<file path="config.mk">
export PLATFORM = sky130hd
export DESIGN_NAME = softmax_seq_ctrl_flat
export DESIGN_NICKNAME = d
export VERILOG_FILES = /design/src/rtl/softmax_seq_ctrl_if.sv /design/src/rtl/softmax_seq_ctrl.sv /design/src/flat_wrapper.sv
export SDC_FILE = /design/constraint.sdc
export NUM_CORES = 1
export LEC_CHECK = 0
export CORE_MARGIN = 2
export CORE_UTILIZATION = 39
export CTS_BUF_LIST = sky130_fd_sc_hd__clkbuf_16
export DETAILED_ROUTE_END_ITERATION = 10
export PLACE_DENSITY = 0.6
export SLEW_MARGIN = 20
export SYNTH_ARGS = -nofsm -noshare
export SYNTH_HDL_FRONTEND = slang
export SYNTH_SLANG_ARGS = --single-unit
</file>
<file path="constraint.sdc">
create_clock -name clk -period 5.6 [get_ports clk]
set_clock_uncertainty 0.1 [all_clocks]
set_input_delay 1.12 -clock clk [delete_from_list [all_inputs] [get_ports clk]]
set_output_delay 1.12 -clock clk [all_outputs]
set_load 0.005 [all_outputs]
</file>
<file path="src/rtl/softmax_seq_ctrl_if.sv">
// Host <-> sequencer bundle for the 4-lane softmax datapath controller.
// master = host issuing start/bounds; slave = sequencer driving addresses, enables and status.
// Backpressure: none; start is a level sampled only when the sequencer is idle.
interface softmax_seq_ctrl_if #(
    parameter int ADDRSIZE = 8,
    parameter int CNTW     = 16
);
    logic                start;
    logic [ADDRSIZE-1:0] start_addr;
    logic [ADDRSIZE-1:0] end_addr;
    logic [ADDRSIZE-1:0] addr;
    logic [ADDRSIZE-1:0] sub0_addr;
    logic [ADDRSIZE-1:0] sub1_addr;
    logic                max_en;
    logic                sub_en;
    logic                exp_en;
    logic                add_en;
    logic                log_en;
    logic                presub_en;
    logic                logsub_en;
    logic                exp2_en;
    logic                out_valid;
    logic                busy;
    logic                done;
    logic [CNTW-1:0]     cycle_cnt;

    modport master (
        output start, start_addr, end_addr,
        input  addr, sub0_addr, sub1_addr, max_en, sub_en, exp_en, add_en, log_en,
               presub_en, logsub_en, exp2_en, out_valid, busy, done, cycle_cnt
    );

    modport slave (
        input  start, start_addr, end_addr,
        output addr, sub0_addr, sub1_addr, max_en, sub_en, exp_en, add_en, log_en,
               presub_en, logsub_en, exp2_en, out_valid, busy, done, cycle_cnt
    );
endinterface

</file>
<file path="src/rtl/softmax_seq_ctrl.sv">
// Single-clock pass sequencer for the softmax datapath; optional SOFTMAX_CYCLE_CNT_EN adds a busy-cycle counter.
// Latency: 3N+10 cycles from accepted start to done (1 cycle for an empty range).
// Backpressure: none; start is ignored while busy, including the done cycle.
module softmax_seq_ctrl #(
    parameter int ADDRSIZE = 8,
    parameter int CNTW     = 16
) (
    input  logic                  clk,
    input  logic                  reset,
    softmax_seq_ctrl_if.slave     bus
);
    typedef enum logic [3:0] {
        S_IDLE, S_MAX, S_MAX_DRAIN, S_SUMEXP, S_SUM_DRAIN,
        S_LOG, S_NORM, S_NORM_DRAIN, S_DONE
    } state_t;

    state_t              state;
    logic [ADDRSIZE-1:0] start_q, last_q, rem;
    logic [ADDRSIZE-1:0] addr, sub0_addr, sub1_addr;
    logic max_en, sub_en, exp_en, add_en, log_en;
    logic presub_en, logsub_en, exp2_en, out_valid, busy, done;

    // Stage enables are delay lines off the per-pass issue states, so each
    // stage sees exactly N contiguous pulses one cycle after its input.
    always_ff @(posedge clk) begin
        if (reset) begin
            state     <= S_IDLE;
            start_q   <= '0;
            last_q    <= '0;
            rem       <= '0;
            addr      <= '0;
            sub0_addr <= '0;
            sub1_addr <= '0;
            max_en    <= 1'b0;
            sub_en    <= 1'b0;
            exp_en    <= 1'b0;
            add_en    <= 1'b0;
            log_en    <= 1'b0;
            presub_en <= 1'b0;
            logsub_en <= 1'b0;
            exp2_en   <= 1'b0;
            out_valid <= 1'b0;
            busy      <= 1'b0;
            done      <= 1'b0;
        end else begin
            max_en    <= (state == S_MAX);
            sub_en    <= (state == S_SUMEXP);
            exp_en    <= sub_en;
            add_en    <= exp_en;
            presub_en <= (state == S_NORM);
            logsub_en <= presub_en;
            exp2_en   <= logsub_en;
            out_valid <= exp2_en;
            log_en    <= 1'b0;
            done      <= 1'b0;
            case (state)
                S_IDLE: begin
                    if (bus.start) begin
                        busy <= 1'b1;
                        if (bus.end_addr > bus.start_addr) begin
                            start_q <= bus.start_addr;
                            last_q  <= bus.end_addr - bus.start_addr - 1'b1;
                            rem     <= bus.end_addr - bus.start_addr - 1'b1;
                            addr    <= bus.start_addr;
                            state   <= S_MAX;
                        end else begin
                            done  <= 1'b1;
                            state <= S_DONE;
                        end
                    end
                end
                S_MAX: begin
                    if (rem == '0) begin
                        state <= S_MAX_DRAIN;
                    end else begin
                        addr <= addr + 1'b1;
                        rem  <= rem - 1'b1;
                    end
                end
                S_MAX_DRAIN: begin
                    sub0_addr <= start_q;
                    rem       <= last_q;
                    state     <= S_SUMEXP;
                end
                S_SUMEXP: begin
                    if (rem == '0) begin
                        rem   <= ADDRSIZE'(2);
                        state <= S_SUM_DRAIN;
                    end else begin
                        sub0_addr <= sub0_addr + 1'b1;
                        rem       <= rem - 1'b1;
                    end
                end
                S_SUM_DRAIN: begin
                    if (rem == '0) begin
                        log_en <= 1'b1;
                        state  <= S_LOG;
                    end else begin
                        rem <= rem - 1'b1;
                    end
                end
                S_LOG: begin
                    sub1_addr <= start_q;
                    rem       <= last_q;
                    state     <= S_NORM;
                end
                S_NORM: begin
                    if (rem == '0) begin
                        rem   <= ADDRSIZE'(3);
                        state <= S_NORM_DRAIN;
                    end else begin
                        sub1_addr <= sub1_addr + 1'b1;
                        rem       <= rem - 1'b1;
                    end
                end
                S_NORM_DRAIN: begin
                    if (rem == '0) begin
                        done  <= 1'b1;
                        state <= S_DONE;
                    end else begin
                        rem <= rem - 1'b1;
                    end
                end
                default: begin
                    busy  <= 1'b0;
                    state <= S_IDLE;
                end
            endcase
        end
    end

`ifdef SOFTMAX_CYCLE_CNT_EN
    logic [CNTW-1:0] cnt;

    always_ff @(posedge clk) begin
        if (reset)
            cnt <= '0;
        else if (state == S_IDLE && bus.start)
            cnt <= '0;
        else if (busy && cnt != {CNTW{1'b1}})
            cnt <= cnt + 1'b1;
    end

    assign bus.cycle_cnt = cnt;
`else
    assign bus.cycle_cnt = {CNTW{1'b0}};
`endif

    assign bus.addr      = addr;
    assign bus.sub0_addr = sub0_addr;
    assign bus.sub1_addr = sub1_addr;
    assign bus.max_en    = max_en;
    assign bus.sub_en    = sub_en;
    assign bus.exp_en    = exp_en;
    assign bus.add_en    = add_en;
    assign bus.log_en    = log_en;
    assign bus.presub_en = presub_en;
    assign bus.logsub_en = logsub_en;
    assign bus.exp2_en   = exp2_en;
    assign bus.out_valid = out_valid;
    assign bus.busy      = busy;
    assign bus.done      = done;
endmodule

</file>
<file path="src/flat_wrapper.sv">
// flat-port wrapper written by rule: the top's interface ports become plain ports
module softmax_seq_ctrl_flat 
#(
    parameter int ADDRSIZE = 8,
    parameter int CNTW     = 16
)
  (clk, reset, bus_start, bus_start_addr, bus_end_addr, bus_addr, bus_sub0_addr, bus_sub1_addr, bus_max_en, bus_sub_en, bus_exp_en, bus_add_en, bus_log_en, bus_presub_en, bus_logsub_en, bus_exp2_en, bus_out_valid, bus_busy, bus_done, bus_cycle_cnt);
  softmax_seq_ctrl_if #(.ADDRSIZE(ADDRSIZE), .CNTW(CNTW)) bus_i ();
  input  logic clk;
  input  logic reset;
  input wire logic [$bits(bus_i.start)-1:0] bus_start;
  input wire logic [$bits(bus_i.start_addr)-1:0] bus_start_addr;
  input wire logic [$bits(bus_i.end_addr)-1:0] bus_end_addr;
  output wire logic [$bits(bus_i.addr)-1:0] bus_addr;
  output wire logic [$bits(bus_i.sub0_addr)-1:0] bus_sub0_addr;
  output wire logic [$bits(bus_i.sub1_addr)-1:0] bus_sub1_addr;
  output wire logic [$bits(bus_i.max_en)-1:0] bus_max_en;
  output wire logic [$bits(bus_i.sub_en)-1:0] bus_sub_en;
  output wire logic [$bits(bus_i.exp_en)-1:0] bus_exp_en;
  output wire logic [$bits(bus_i.add_en)-1:0] bus_add_en;
  output wire logic [$bits(bus_i.log_en)-1:0] bus_log_en;
  output wire logic [$bits(bus_i.presub_en)-1:0] bus_presub_en;
  output wire logic [$bits(bus_i.logsub_en)-1:0] bus_logsub_en;
  output wire logic [$bits(bus_i.exp2_en)-1:0] bus_exp2_en;
  output wire logic [$bits(bus_i.out_valid)-1:0] bus_out_valid;
  output wire logic [$bits(bus_i.busy)-1:0] bus_busy;
  output wire logic [$bits(bus_i.done)-1:0] bus_done;
  output wire logic [$bits(bus_i.cycle_cnt)-1:0] bus_cycle_cnt;
  assign bus_i.start = bus_start;
  assign bus_i.start_addr = bus_start_addr;
  assign bus_i.end_addr = bus_end_addr;
  assign bus_addr = bus_i.addr;
  assign bus_sub0_addr = bus_i.sub0_addr;
  assign bus_sub1_addr = bus_i.sub1_addr;
  assign bus_max_en = bus_i.max_en;
  assign bus_sub_en = bus_i.sub_en;
  assign bus_exp_en = bus_i.exp_en;
  assign bus_add_en = bus_i.add_en;
  assign bus_log_en = bus_i.log_en;
  assign bus_presub_en = bus_i.presub_en;
  assign bus_logsub_en = bus_i.logsub_en;
  assign bus_exp2_en = bus_i.exp2_en;
  assign bus_out_valid = bus_i.out_valid;
  assign bus_busy = bus_i.busy;
  assign bus_done = bus_i.done;
  assign bus_cycle_cnt = bus_i.cycle_cnt;
  softmax_seq_ctrl #(.ADDRSIZE(ADDRSIZE), .CNTW(CNTW)) u_core (.clk(clk), .reset(reset), .bus(bus_i));
endmodule
</file>
==> reports/results.txt <==
Inserted Clock Buffers - 9
Drt first pass iters - 5
Most frequent cells in the layout - 63 x dfxtp_1, 52 x clkdlybuf4s50_1, 47 x nor2_1
Largest net degree at the start of global routing - 34
Reg-to-reg startpoint - u_core.state[0]
Nets - 546
Synth Instances - 471
Final hold viol count - 0
CTS tree - built
Routed Antenna Nets - 0
Hold path depth - 1
PD cells - 316 nW/um^2
Number of synthesized flops with an enable pin - 0
#FFs+latches synth - 63
Netlist cell types - 72
First-iteration detailed-routing DRC count - 215
Vias in the first global route - 3,276
PortBufs - 53
Via/cell ratio - 5.46
Share of post-route cells with drive strength above 1 - 8.12%
Initial antenna violation count - 0
H-tree depth - 3
Seq/Total Area, Yosys - 32.7%
Worst hold start - u_core.bus.sub_en
Resized cells post-CTS - 0
IO Count - 70
R2R cell count - 6
Worst rel slew slack - 42.0%
Most common cell after layout, fill and taps aside - dfxtp_1
Root buffer cell - clkbuf_16
Worst Tran Pin Value - 0.868 ns
Die Y - 104 um
Worst skew pair latency - 0.34 ns
Final Max Slew Viols - 0
GRT Total Usage - 18.9%
Max-cap violations - 0
GRT overflow - 0
# setup viols final - 0
Hold Path End - u_core.bus.exp_en
Crit Path Max Fanout - 12
Post-CTS Setup Bufs - 0
HPWL Detailed - 7.28 mm
Design area - 4710 sq um
WL final - 10.0 mm
Die width - 104 um
Drt drc - 0
Worst R2R End - u_core.rem[0]
Num Clock Sinks - 63
Placed cell area - 4400 sq um
HP Class - reg -> reg
First-pass GRT wire length - 16.6 mm
Min Tclk post-route - 3.84 ns
Status - complete, no violations
Static leakage - 1.84 nW
Post-CTS Hold Buffers - 0
Fmax achieved - 261 MHz
Final Power - 1.49 mW
Share of flip-flops with an asynchronous set or reset - 0%
Max clock buf depth - 2
Worst Path Required - 5.76 ns
Vias after detailed routing - 3,546
Yosys Warn Count - 0
Core ar. - 9680 sq um
CP startpoint kind - input pin
Initial core utilization - 39.9%
Avg Inst Size Synth - 8.20 sq um
Setup_tns - 0 ns
Die ar. - 10,700 sq um
Reg clk slew, reported paths - 0.06 ns
CP Capture Type - flop
Rows - 36
Arr. time, crit path - 4.00 ns
Crit Path Category - in -> reg
Setup slack, reg-to-reg - 2.88 ns
Cell Area, Synth - 3860 sq um
Primary FF master, synth - dfxtp_1
Placer Congestion - 0.819
Final period utilization - 68.5%
Area Growth Syn to Fin - 22.0%
WL/cell - 15.4 um
RSZ-0062 raised after global routing - false
Peak supply drop - 140 uV
N_diodes - 0
Fillers - 954
==> worst max-delay path: stages <==
cell,delay [ns]
clkdlybuf4s50_1,0.56
inv_1,0.07
ha_1,0.36
nand4_1,0.21
or2_1,0.31
and3_4,0.21
o21ai_2,0.50
buf_4,0.33
o311ai_0,0.16
a21oi_1,0.16
==> sequential cells by signal, indices dropped and copies added, names as in the netlist <==
register and cells:
u_core.bus.addr 8, u_core.bus.sub0_addr 8, u_core.bus.sub1_addr 8, u_core.last_q 8, u_core.rem 8, u_core.start_q 8
u_core.state 4, u_core.bus.add_en 1, u_core.bus.busy 1, u_core.bus.done 1, u_core.bus.exp2_en 1, u_core.bus.exp_en 1
u_core.bus.log_en 1, u_core.bus.logsub_en 1, u_core.bus.max_en 1, u_core.bus.out_valid 1, u_core.bus.presub_en 1, u_core.bus.sub_en 1
==> synth_stat cells, types with 3 or more instances <==
cell       count  area (sq um)
o21ai_1        5          25.0
o21a_1         3          22.5
a2bb2oi_1      4          35.0
nor2b_1        9          56.3
nand4_1        3          18.8
nor3_1        15          75.1
buf_4         19           143
nor2_1        47           176
a311oi_1       3          26.3
o31ai_1        6          45.0
o21ai_0       21           105
or3_1          3          18.8
mux2i_1       18           180
or2_1          4          25.0
nand3_1       19          95.1
xnor2_1        5          43.8
and3_1         6          37.5
xor2_1         6          52.6
ha_1          14           175
o311ai_1       3          26.3
a22oi_1        3          22.5
a211oi_2       4          50.1
nand2b_1       7          43.8
o211ai_1       4          30.0
a21boi_0       3          22.5
a221oi_1       5          43.8
a31oi_1        3          18.8
inv_1         15          56.3
nor3b_1        6          45.0
nor4_1         4          25.0
a21oi_1       36           180
nand2_1       32           120
dfxtp_1       63          1260
a211oi_1       7          52.6
buf_2          6          30.0
clkbuf_1      14          52.6
a21o_1         5          37.5
==> logic make-up after synthesis <==
group	synth area share (%)
AND/OR/NAND/NOR	22.4
AO/OA/AOI/OAI	24.7
flip-flops	32.7
buffers and inverters	7.68
multiplexers	4.96
adder cells (fa/ha/maj)	5.06
XOR/XNOR	2.50
other	0.0971
==> cell type report <==
cell class	instances	area [sq um]	area share, %
Inverter	15	56.3	1.20
Sequential cell	63	1260	26.8
Clock buffer	9	225	4.78
Timing Repair Buffer	56	548	11.6
Multi-Input combinational cell	367	2360	50.2
Tap cell	133	166	3.53
Clock inverter	7	88.8	1.89
==> metal layers <==
metal	GRT usage (%)	vias up	routed length (um)
li1	-	1765	-
met1	26.4	1660	4850
met2	29.4	111	4500
met3	4.28	10	506
met4	5.02	0	141
met5	0	-	0
==> power by group <==
group	internal [mW]	switching [mW]	total (mW)
clock	0.386	0.207	0.593
sequential	0.484	0.0480	0.532
combinational	0.157	0.208	0.365
total	1.03	0.463	1.49
==> per-stage QoR <==
stage / hold WS [ns] / std cells / setup WS (ns) / util (%)
after global placement: 0.343 / 634 / 1.48 / 45.3
after detailed placement: 0.359 / 634 / 1.42 / 45.4
after global routing: 0.367 / 650 / 1.56 / 48.6
after CTS: 0.364 / 650 / 1.75 / 48.6
after floorplan: 0.356 / 486 / 2.62 / -
final: 0.353 / 650 / 1.76 / 48.6
==> worst max-delay path by stage <==
stage                                 start  slack [ns]  cells past startpoint            endpoint
after floorplan           bus_start_addr[0]        2.62                      9       u_core.rem[6]
after global placement    bus_start_addr[5]        1.48                     10   u_core.start_q[3]
after detailed placement  bus_start_addr[5]        1.42                     10   u_core.start_q[6]
after CTS                 bus_start_addr[5]        1.75                     10   u_core.start_q[6]
after global routing      bus_start_addr[5]        1.56                     10   u_core.start_q[1]
final                     bus_start_addr[5]        1.76                     10  u_core.bus.addr[6]
Power figures use the tool's default switching activity.
